$ cat config.mk
export PLATFORM = sky130hd
export DESIGN_NAME = move_input_flat
export DESIGN_NICKNAME = d
export VERILOG_FILES = /design/src/rtl/move_input_pkg.sv /design/src/rtl/move_input_if.sv /design/src/rtl/move_input_btn_debounce.sv /design/src/rtl/move_input.sv /design/src/flat_wrapper.sv
export SDC_FILE = /design/constraint.sdc
export NUM_CORES = 1
export LEC_CHECK = 0
export ABC_CLOCK_PERIOD_IN_PS = 3500
export CAP_MARGIN = 20
export CORE_MARGIN = 4
export CORE_UTILIZATION = 39
export CTS_BUF_LIST = sky130_fd_sc_hd__clkbuf_4
export CTS_CLUSTER_DIAMETER = 80
export DETAILED_ROUTE_END_ITERATION = 8
export HOLD_SLACK_MARGIN = 0.15
export SYNTH_ARGS = -nofsm -noshare
export SYNTH_HDL_FRONTEND = slang
export SYNTH_SLANG_ARGS = --single-unit
$ cat constraint.sdc
create_clock -name clk -period 3.5 [get_ports clk]
set_clock_uncertainty 0.1 [all_clocks]
set_input_delay 1.05 -clock clk [delete_from_list [all_inputs] [get_ports clk]]
set_output_delay 1.05 -clock clk [all_outputs]
set_load 0.1 [all_outputs]
$ cat src/rtl/move_input_pkg.sv
// Shared definitions for the direction-input path: direction indices,
// FSM state encoding and small helpers for priority and one-hot encoding.
// Also imported by player_move so both sides agree on the bit map.
package move_input_pkg;

  localparam int NUM_DIR = 4;

  localparam logic [1:0] DIR_UP    = 2'd0;
  localparam logic [1:0] DIR_DOWN  = 2'd1;
  localparam logic [1:0] DIR_LEFT  = 2'd2;
  localparam logic [1:0] DIR_RIGHT = 2'd3;

  typedef enum logic [1:0] {
    ST_IDLE   = 2'd0,
    ST_HOLD   = 2'd1,
    ST_REPEAT = 2'd2
  } mi_state_e;

  // Lowest set index wins: up > down > left > right.
  function automatic logic [1:0] prio_dir(input logic [3:0] lvl);
    logic [1:0] d;
    d = DIR_UP;
    for (int i = NUM_DIR - 1; i >= 0; i--) begin
      if (lvl[i]) d = 2'(i);
    end
    return d;
  endfunction

  function automatic logic [3:0] dir_onehot(input logic [1:0] d);
    logic [3:0] oh;
    oh = 4'b0001 << d;
    return oh;
  endfunction

endpackage

$ cat src/rtl/move_input_if.sv
// Button-side and player-side signals of the move input conditioner.
// master drives the raw buttons and enable; slave is the conditioner itself.
// No handshake: move is a fire-and-forget single-cycle strobe.
interface move_input_if;
  logic [3:0] btn;
  logic       enable;
  logic [3:0] move;
  logic [3:0] btn_level;
  logic [1:0] active_dir;
  logic       held;

  modport master (
    output btn, enable,
    input  move, btn_level, active_dir, held
  );

  modport slave (
    input  btn, enable,
    output move, btn_level, active_dir, held
  );
endinterface

$ cat src/rtl/move_input_btn_debounce.sv
// One-bit button conditioner: two-flop synchroniser plus stability counter.
// Latency: raw edge sampled at clock k shows on level_o after edge k+DEB_CYCLES+1.
// No backpressure; glitches shorter than DEB_CYCLES are swallowed.
module btn_debounce #(
  parameter int DEB_CYCLES = 20000,
  parameter int CNT_W      = 24
) (
  input  logic clk,
  input  logic rstn,
  input  logic btn_i,
  output logic level_o
);

  localparam logic [CNT_W-1:0] DEB_LAST = CNT_W'(DEB_CYCLES - 1);

  logic             sync1_q, sync2_q;
  logic             level_q, level_d;
  logic [CNT_W-1:0] cnt_q, cnt_d;

  // Counter runs only while the synchronised input disagrees with the level.
  always_comb begin
    level_d = level_q;
    cnt_d   = '0;
    if (sync2_q != level_q) begin
      if (cnt_q == DEB_LAST) begin
        level_d = ~level_q;
      end else begin
        cnt_d = cnt_q + CNT_W'(1);
      end
    end
  end

  // Synchroniser chain, debounced level and stability counter.
  always_ff @(posedge clk or negedge rstn) begin
    if (!rstn) begin
      sync1_q <= 1'b0;
      sync2_q <= 1'b0;
      level_q <= 1'b0;
      cnt_q   <= '0;
    end else begin
      sync1_q <= btn_i;
      sync2_q <= sync1_q;
      level_q <= level_d;
      cnt_q   <= cnt_d;
    end
  end

  assign level_o = level_q;

endmodule

$ cat src/rtl/move_input.sv
// Turns four raw direction buttons into a one-hot single-cycle move strobe with auto-repeat.
// Latency: raw press sampled at edge k gives move during cycle k+DEB_CYCLES+2.
// No backpressure; enable low suppresses strobes and drops any latched direction.
module move_input
  import move_input_pkg::*;
#(
  parameter int DEB_CYCLES    = 20000,
  parameter int REPEAT_DELAY  = 5000000,
  parameter int REPEAT_PERIOD = 2500000,
  parameter int CNT_W         = 24
) (
  input logic          clk,
  input logic          rstn,
  move_input_if.slave  bus
);

  localparam bit               RPT_EN     = (REPEAT_DELAY != 0);
  localparam logic [CNT_W-1:0] DELAY_LAST = CNT_W'(REPEAT_DELAY - 1);
  localparam logic [CNT_W-1:0] PERIOD_LAST = CNT_W'(REPEAT_PERIOD - 1);

  logic [3:0]       btn_lvl;
  mi_state_e        state_q;
  logic [1:0]       dir_q;
  logic [3:0]       move_q;
  logic [CNT_W-1:0] timer_q;

  for (genvar g = 0; g < NUM_DIR; g++) begin : g_deb
    btn_debounce #(
      .DEB_CYCLES (DEB_CYCLES),
      .CNT_W      (CNT_W)
    ) u_deb (
      .clk     (clk),
      .rstn    (rstn),
      .btn_i   (bus.btn[g]),
      .level_o (btn_lvl[g])
    );
  end

  // Arbitration, press/repeat FSM and repeat timer; move is registered and pulses one cycle.
  always_ff @(posedge clk or negedge rstn) begin
    if (!rstn) begin
      state_q <= ST_IDLE;
      dir_q   <= DIR_UP;
      move_q  <= '0;
      timer_q <= '0;
    end else begin
      move_q <= '0;
      case (state_q)
        ST_IDLE: begin
          timer_q <= '0;
          if (bus.enable && (btn_lvl != 4'b0000)) begin
            dir_q   <= prio_dir(btn_lvl);
            move_q  <= dir_onehot(prio_dir(btn_lvl));
            state_q <= ST_HOLD;
          end
        end
        ST_HOLD, ST_REPEAT: begin
          // Release (or disable) takes precedence over a due repeat.
          if (!btn_lvl[dir_q] || !bus.enable) begin
            state_q <= ST_IDLE;
            timer_q <= '0;
          end else if (RPT_EN &&
                       (timer_q == ((state_q == ST_HOLD) ? DELAY_LAST : PERIOD_LAST))) begin
            move_q  <= dir_onehot(dir_q);
            timer_q <= '0;
            state_q <= ST_REPEAT;
          end else if (RPT_EN) begin
            timer_q <= timer_q + CNT_W'(1);
          end
        end
        default: begin
          state_q <= ST_IDLE;
          timer_q <= '0;
        end
      endcase
    end
  end

  assign bus.move       = move_q;
  assign bus.btn_level  = btn_lvl;
  assign bus.active_dir = dir_q;
  assign bus.held       = (state_q != ST_IDLE);

endmodule
$ cat src/flat_wrapper.sv
// flat-port wrapper written by rule: the top's interface ports become plain ports
module move_input_flat import move_input_pkg::*;
#(
  parameter int DEB_CYCLES    = 20000,
  parameter int REPEAT_DELAY  = 5000000,
  parameter int REPEAT_PERIOD = 2500000,
  parameter int CNT_W         = 24
)
  (clk, rstn, bus_btn, bus_enable, bus_move, bus_btn_level, bus_active_dir, bus_held);
  move_input_if bus_i ();
  input logic clk;
  input logic rstn;
  input wire logic [$bits(bus_i.btn)-1:0] bus_btn;
  input wire logic [$bits(bus_i.enable)-1:0] bus_enable;
  output wire logic [$bits(bus_i.move)-1:0] bus_move;
  output wire logic [$bits(bus_i.btn_level)-1:0] bus_btn_level;
  output wire logic [$bits(bus_i.active_dir)-1:0] bus_active_dir;
  output wire logic [$bits(bus_i.held)-1:0] bus_held;
  assign bus_i.btn = bus_btn;
  assign bus_i.enable = bus_enable;
  assign bus_move = bus_i.move;
  assign bus_btn_level = bus_i.btn_level;
  assign bus_active_dir = bus_i.active_dir;
  assign bus_held = bus_i.held;
  move_input #(.DEB_CYCLES(DEB_CYCLES), .REPEAT_DELAY(REPEAT_DELAY), .REPEAT_PERIOD(REPEAT_PERIOD), .CNT_W(CNT_W)) u_core (.clk(clk), .rstn(rstn), .bus(bus_i));
endmodule
# Word level (Yosys, flattened, before mapping)
# Index checks and enable logic that the tools add are counted.
dict set report totals {
  inputBits 7
  out_inout_bits 11
  regBits 140
  elab_cells 87
}
dict set report classes {
  addsub 5
  bitwise 4
  eq_ne 13
  n_mux 28
  order_cmp 1
  shift 2
  reduce_logical 14
}
# op n
set op_table {}
lappend op_table {{$mux 24} 11}
lappend op_table {{$add 24x1->24 const B} 5}
lappend op_table {{$eq 24x15->1 const B} 4}
lappend op_table {{$eq 24x24->1} 1}
lappend op_table {{$mux 23} 1}
lappend op_table {{$mux 2} 9}
lappend op_table {{$mux 4} 3}
lappend op_table {{$reduce_and 2->1} 6}
lappend op_table {{$pmux 4 s2} 1}
lappend op_table {{$shl 1x2->4 const A} 2}
lappend op_table {{$ne 1x1->1} 4}
lappend op_table {{$not 1->1} 4}
lappend op_table {{$pmux 2 s2} 1}
lappend op_table {{$reduce_bool 4->1} 1}
lappend op_table {{$lt 2x3->1 const B} 1}
lappend op_table {{$ne 3x1->1 const B} 1}
lappend op_table {{$bmux 1 s2} 1}
lappend op_table {{$eq 2x1->1 const B} 1}
lappend op_table {{$eq 2x2->1 const B} 1}
lappend op_table {{$logic_not 1->1} 2}
lappend op_table {{$logic_not 2->1} 1}
lappend op_table {{$ne 2x1->1 const B} 1}
lappend op_table {{$reduce_bool 2->1} 1}
lappend op_table {{$reduce_or 2->1} 1}
lappend op_table {{3 further kinds} 3}

# Logic depth before layout (Yosys ltp)
dict set report depth {
  ltp_word 9
  mapped_depth 9
  depth_no_buf 7
}

# Cells and area by module
# Synthesis repeated with hierarchy kept, for this count alone.
dict set report unflattened {
  hier_cells 696
  area_unflattened_um2 7101.8
}
# mod instances cells_each area_per_inst_um2 seq_area_each_um2
set modules_own_cells {}
lappend modules_own_cells {btn_debounce 4 130 1337.5 675.6}
lappend modules_own_cells {move_input 1 176 1751.7 800.8}

# Least setup slack after synthesis
# No wires, ideal clock.
dict set report synth_timing {
  path_type {register -> output}
  from {register u_core.state_q[0]}
  to {output port bus_held}
  setup_slack_ps 985
  t_arrival_ps 1365
  path_stages_with_launch 5
  cell_sequence {dfrtp_1 inv_1 ha_1 clkbuf_1 inv_1}
}
dict set report synth_between {
  elab_chain_len 1
}
# element line_no
set synth_rtl {}
lappend synth_rtl {{from (decl)} move_input.sv:22} ;# mi_state_e state_q;
lappend synth_rtl {{from (signal assigned)} move_input.sv:42} ;# state_q <= ST_IDLE;
lappend synth_rtl {{from (signal assigned)} move_input.sv:54} ;# state_q <= ST_HOLD;
lappend synth_rtl {{from (signal assigned)} move_input.sv:60} ;# state_q <= ST_IDLE;
lappend synth_rtl {{$reduce_bool 2->1} move_input.sv:82} ;# assign bus.held = (state_q != ST_IDLE);
lappend synth_rtl {{to (decl)} flat_wrapper.sv:18} ;# output wire logic [$bits(bus_i.held)-1:0] bus_held;
# No other way between the ends.

# Worst setup path after layout
# Same ends and word-level chain as after synthesis.

==> results.md <==
- The initial core utilization is 0.3971.
- The H-tree depth is 4.
- The synthesis warning total is 0.
- STA puts the critical path data arrival time at 1.76 ns.
- STA classifies the critical path endpoint as a primary output.
- Once detail routing completed, the nets flagged for antenna violations numbered 0.
- The time the worst path needs with I/O delays and setup is 2.909 ns.
- The total detailed-routing wirelength is 13,370 µm.
- Entering global routing, the biggest net connects 54 pins.
- In the final routing, the length of wire on met1 measures 6140 µm.
- During placement, the flow inserted port buffers numbering 17.
- The worst setup path is of the reg -> out kind.
- The fraction of the yosys area taken by sequential cells is 0.5118.
- The most used flip-flop cell after synthesis is dfrtp_1.
- The HPWL after detailed placement is 9297 µm.
- The number of flops mapped to enable cells by yosys is 0.
- The final design area excluding fillers is 7492 µm².
- Detailed routing placed a total of 470 µm of wire on met3.
- The total grt overflow is 0.
- The root buffer cell chosen for the clock tree is clkbuf_4.
- Of the cells placed in the final design, the portion with a size suffix greater than 1 is 0.09722.
- The total chip power is 0.002884 W.
- The cell repeated most along the worst path is inv_1.
- The count of endpoints failing hold in the final timing report is 0.
- The floorplan step defined a core boundary enclosing 17,240 µm².
- The number of buffers and inverters on the critical path is 3.
- The via density per instance is 5.193.
- The number of instances in the synthesized netlist is 688.
- The number of different library cells used by synthesis comes to 46.
- Of all nets on the critical path, the largest fanout is 8.
- The routed layout has 4,913 vias.
- Signal routing reaches up to met4.
- The actual transition at the worst max-transition pin is 0.7428 ns.
- Traced cell by cell, the critical path runs through inv_1 -> ha_1 -> inv_1 -> buf_4.
- Yosys attributes the largest share of cell area to dfrtp_1, xor2_1, nor2_1.
- The fraction of registers with async set/reset is 1.000.
- The cell class contributing the biggest share of worst-path delay is buffers and inverters.
- The largest incremental delay on the critical path is 0.40 ns.
- The number of buffers on the longest clock path is 2.
- In this run the post-CTS setup repair buffer count came out at 0.
- The clock group share of total power is 0.399.
- The run finished with clean final reports.
- The mean instance size in the synthesized netlist is 9.950 µm².
- The first detailed-routing pass took 4 iterations.
- The power density normalized to cell area is 384.9 nW/µm².
- The number of placement rows is 48.
- The number of antenna violations at the first check in global routing is 1.
- The reported net switching power is 0.0006527 W.
- The biggest area consumer among synthesized cells is dfrtp_1.
- Across the run, the number of max-cap violations was 0.
- The max-slew violation count is 0.
- The internal power of the cells totals 0.002231 W.
- The tightest min-delay check is of the reg -> reg type.
- The count of endpoints failing setup in the final report is 0.
- The die extent in y is 140.5 µm.
- The die is 140.5 µm wide.
- Post-CTS repair changed the size of 0 cells.
- The share of the core filled with cells is 0.4347.
- The wire length of the first global-routing pass is 23,410 µm.
- Summing all placed instances gives a cell area of 7173 µm².
- The required time of the critical path is 2.35 ns.
- The clock input transition at the sequential cells of the worst setup and hold paths is 0.11 ns.
- The maximum vdd ir drop is 0.0002629 V.
- The most frequent standard cell in the layout excluding fill and tap cells is dfrtp_1.
- When the netlist entered floorplanning its net count stood at 703.
- In the layout the commonest cells are dfrtp_1, nor2_1, xor2_1.
- The die area is 19,740 µm².
- The top-level I/O count is 18.
- Of the total power, combinational logic draws 0.030.
- In the finished design, the share of the clock period the worst path needs comes to 0.8310.
- The CTS tree is built.
- The congestion estimate from routability-driven global placement came to 0.7986.
- The average routed wire per standard cell is 14.13 µm.
- Setup repair after global routing left no endpoint under its margin.
- After the first detailed-routing iteration, the DRC count stood at 281.
- The largest individual stage delay along the critical path comes from the cell dfrtp_1.
- The fraction of power spent switching nets is 0.2263.
- The total clock buffers created by CTS is 17.
- The global routing usage summed across all routing layers is 0.1437.
- The cell area after technology mapping is 6845 µm².
- For this run, design rule violations remaining after detail routing come to 0.
- The TritonCTS sink count is 140.
- The share of synthesized area in the top cell type comes to 0.5118.
- The total of flip-flops plus latches after synthesis is 140.
- The hold buffer count at CTS is 0.
- Adding up every negative setup slack in the final design gives 0 ns.
- Hold is met by 0.2617 ns.
- The number of global-route vias before repair was 4,938.
- The startpoint class of the critical path is a register.
- The standby leakage power is 3.151 nW.
- The clock latency on the worst-skew pair is 0.56 ns.
- For this run, the top clock speed supported by timing is 0.3438 GHz.
- The share of total power dissipated in sequential elements is 0.570.
- The relative max-transition margin is 0.5007.
- The met2 wirelength from detailed routing is 6512 µm.
- The area growth from synthesis to layout is 9.450%.
- The final layout net count is 722.
-- routing by layer --
layer | GRT usage | vias to the layer above
met5 | 0 | -
met3 | 0.03619 | 21
met1 | 0.1834 | 2432
met2 | 0.2371 | 73
li1 | - | 2387
met4 | 0.05201 | 0
-- cell families (layout without fill, tap and decap cells) --
kind of cell / after synthesis / count (layout) / synth area share
other: 0 / 1 / 0
multiplexers: 5 / 5 / 0.009870
buffers and inverters: 39 / 71 / 0.02961
AND/OR/NAND/NOR: 365 / 365 / 0.2733
flip-flops: 140 / 140 / 0.5118
XOR/XNOR: 110 / 110 / 0.1407
adder cells (fa/ha/maj): 8 / 8 / 0.01462
AO/OA/AOI/OAI: 21 / 21 / 0.02011
-- sequential cells by signal, indices dropped and copies added (netlist names) --
register                    count
u_core.g_deb.u_deb.level_o      4
u_core.bus.active_dir           2
u_core.g_deb.u_deb.sync1_q      4
u_core.g_deb.u_deb.sync2_q      4
u_core.timer_q                 24
u_core.g_deb.u_deb.cnt_q       96
u_core.state_q                  2
u_core.bus.move                 4
-- area by class of cell --
cell class                      instances  area (µm²)
Tap cell                              225       281.5
Clock inverter                         13       173.9
Fill cell                            1635        9744
Clock buffer                           19       142.6
Multi-Input combinational cell        509        3139
Antenna cell                            1       2.502
Sequential cell                       140        3503
Inverter                               16       60.06
Timing Repair Buffer                   23       188.9
-- Yosys cell counts, drive strengths merged (8+ instances only) --
cell type,instances
nand4,26
and4,14
dfrtp,140
xor2,62
nand3,50
nor4,17
nor3,20
ha,8
and3,19
nor2,137
inv,16
buf,17
a21oi,10
nand2,47
xnor2,48
-- per-stage QoR --
step / std cells / setup slack, ns
4_1_cts: 945 / 0.5547
3_3_place_gp: 913 / 0.7037
2_1_floorplan: 688 / 0.9848
5_1_grt: 946 / 0.4587
3_5_place_dp: 913 / 0.6456
6_report: 946 / 0.5913
-- power by group through the flow --
stage | combinational, W | clock (W) | sequential, W
final | 0.0000878 | 0.00115 | 0.00164
after global routing | 0.000104 | 0.00127 | 0.00165
after CTS | 0.0000925 | 0.00119 | 0.00165
after detailed placement | 0.0000918 | 0 | 0.00168
after global placement | 0.0000891 | 0 | 0.00168
after floorplan | 0.0000414 | 0 | 0.00167
-- worst paths after layout --
path | slack (ns) | start | cells after the start | endpoint
max reg2reg | 0.81 | u_core.state_q[1] | 8 | u_core.timer_q[3]
max | 0.59 | u_core.state_q[0] | 4 | bus_held
min | 0.26 | u_core.g_deb[2].u_deb.sync1_q | 0 | u_core.g_deb[2].u_deb.sync2_q
min reg2reg | 0.26 | u_core.g_deb[2].u_deb.sync1_q | 0 | u_core.g_deb[2].u_deb.sync2_q
max in group asynchronous | 2.27 | rstn | 2 | u_core.timer_q[11]
min in group asynchronous | 0.32 | rstn | 1 | u_core.timer_q[1]
No activity file was read; power rests on OpenSTA's default activity.
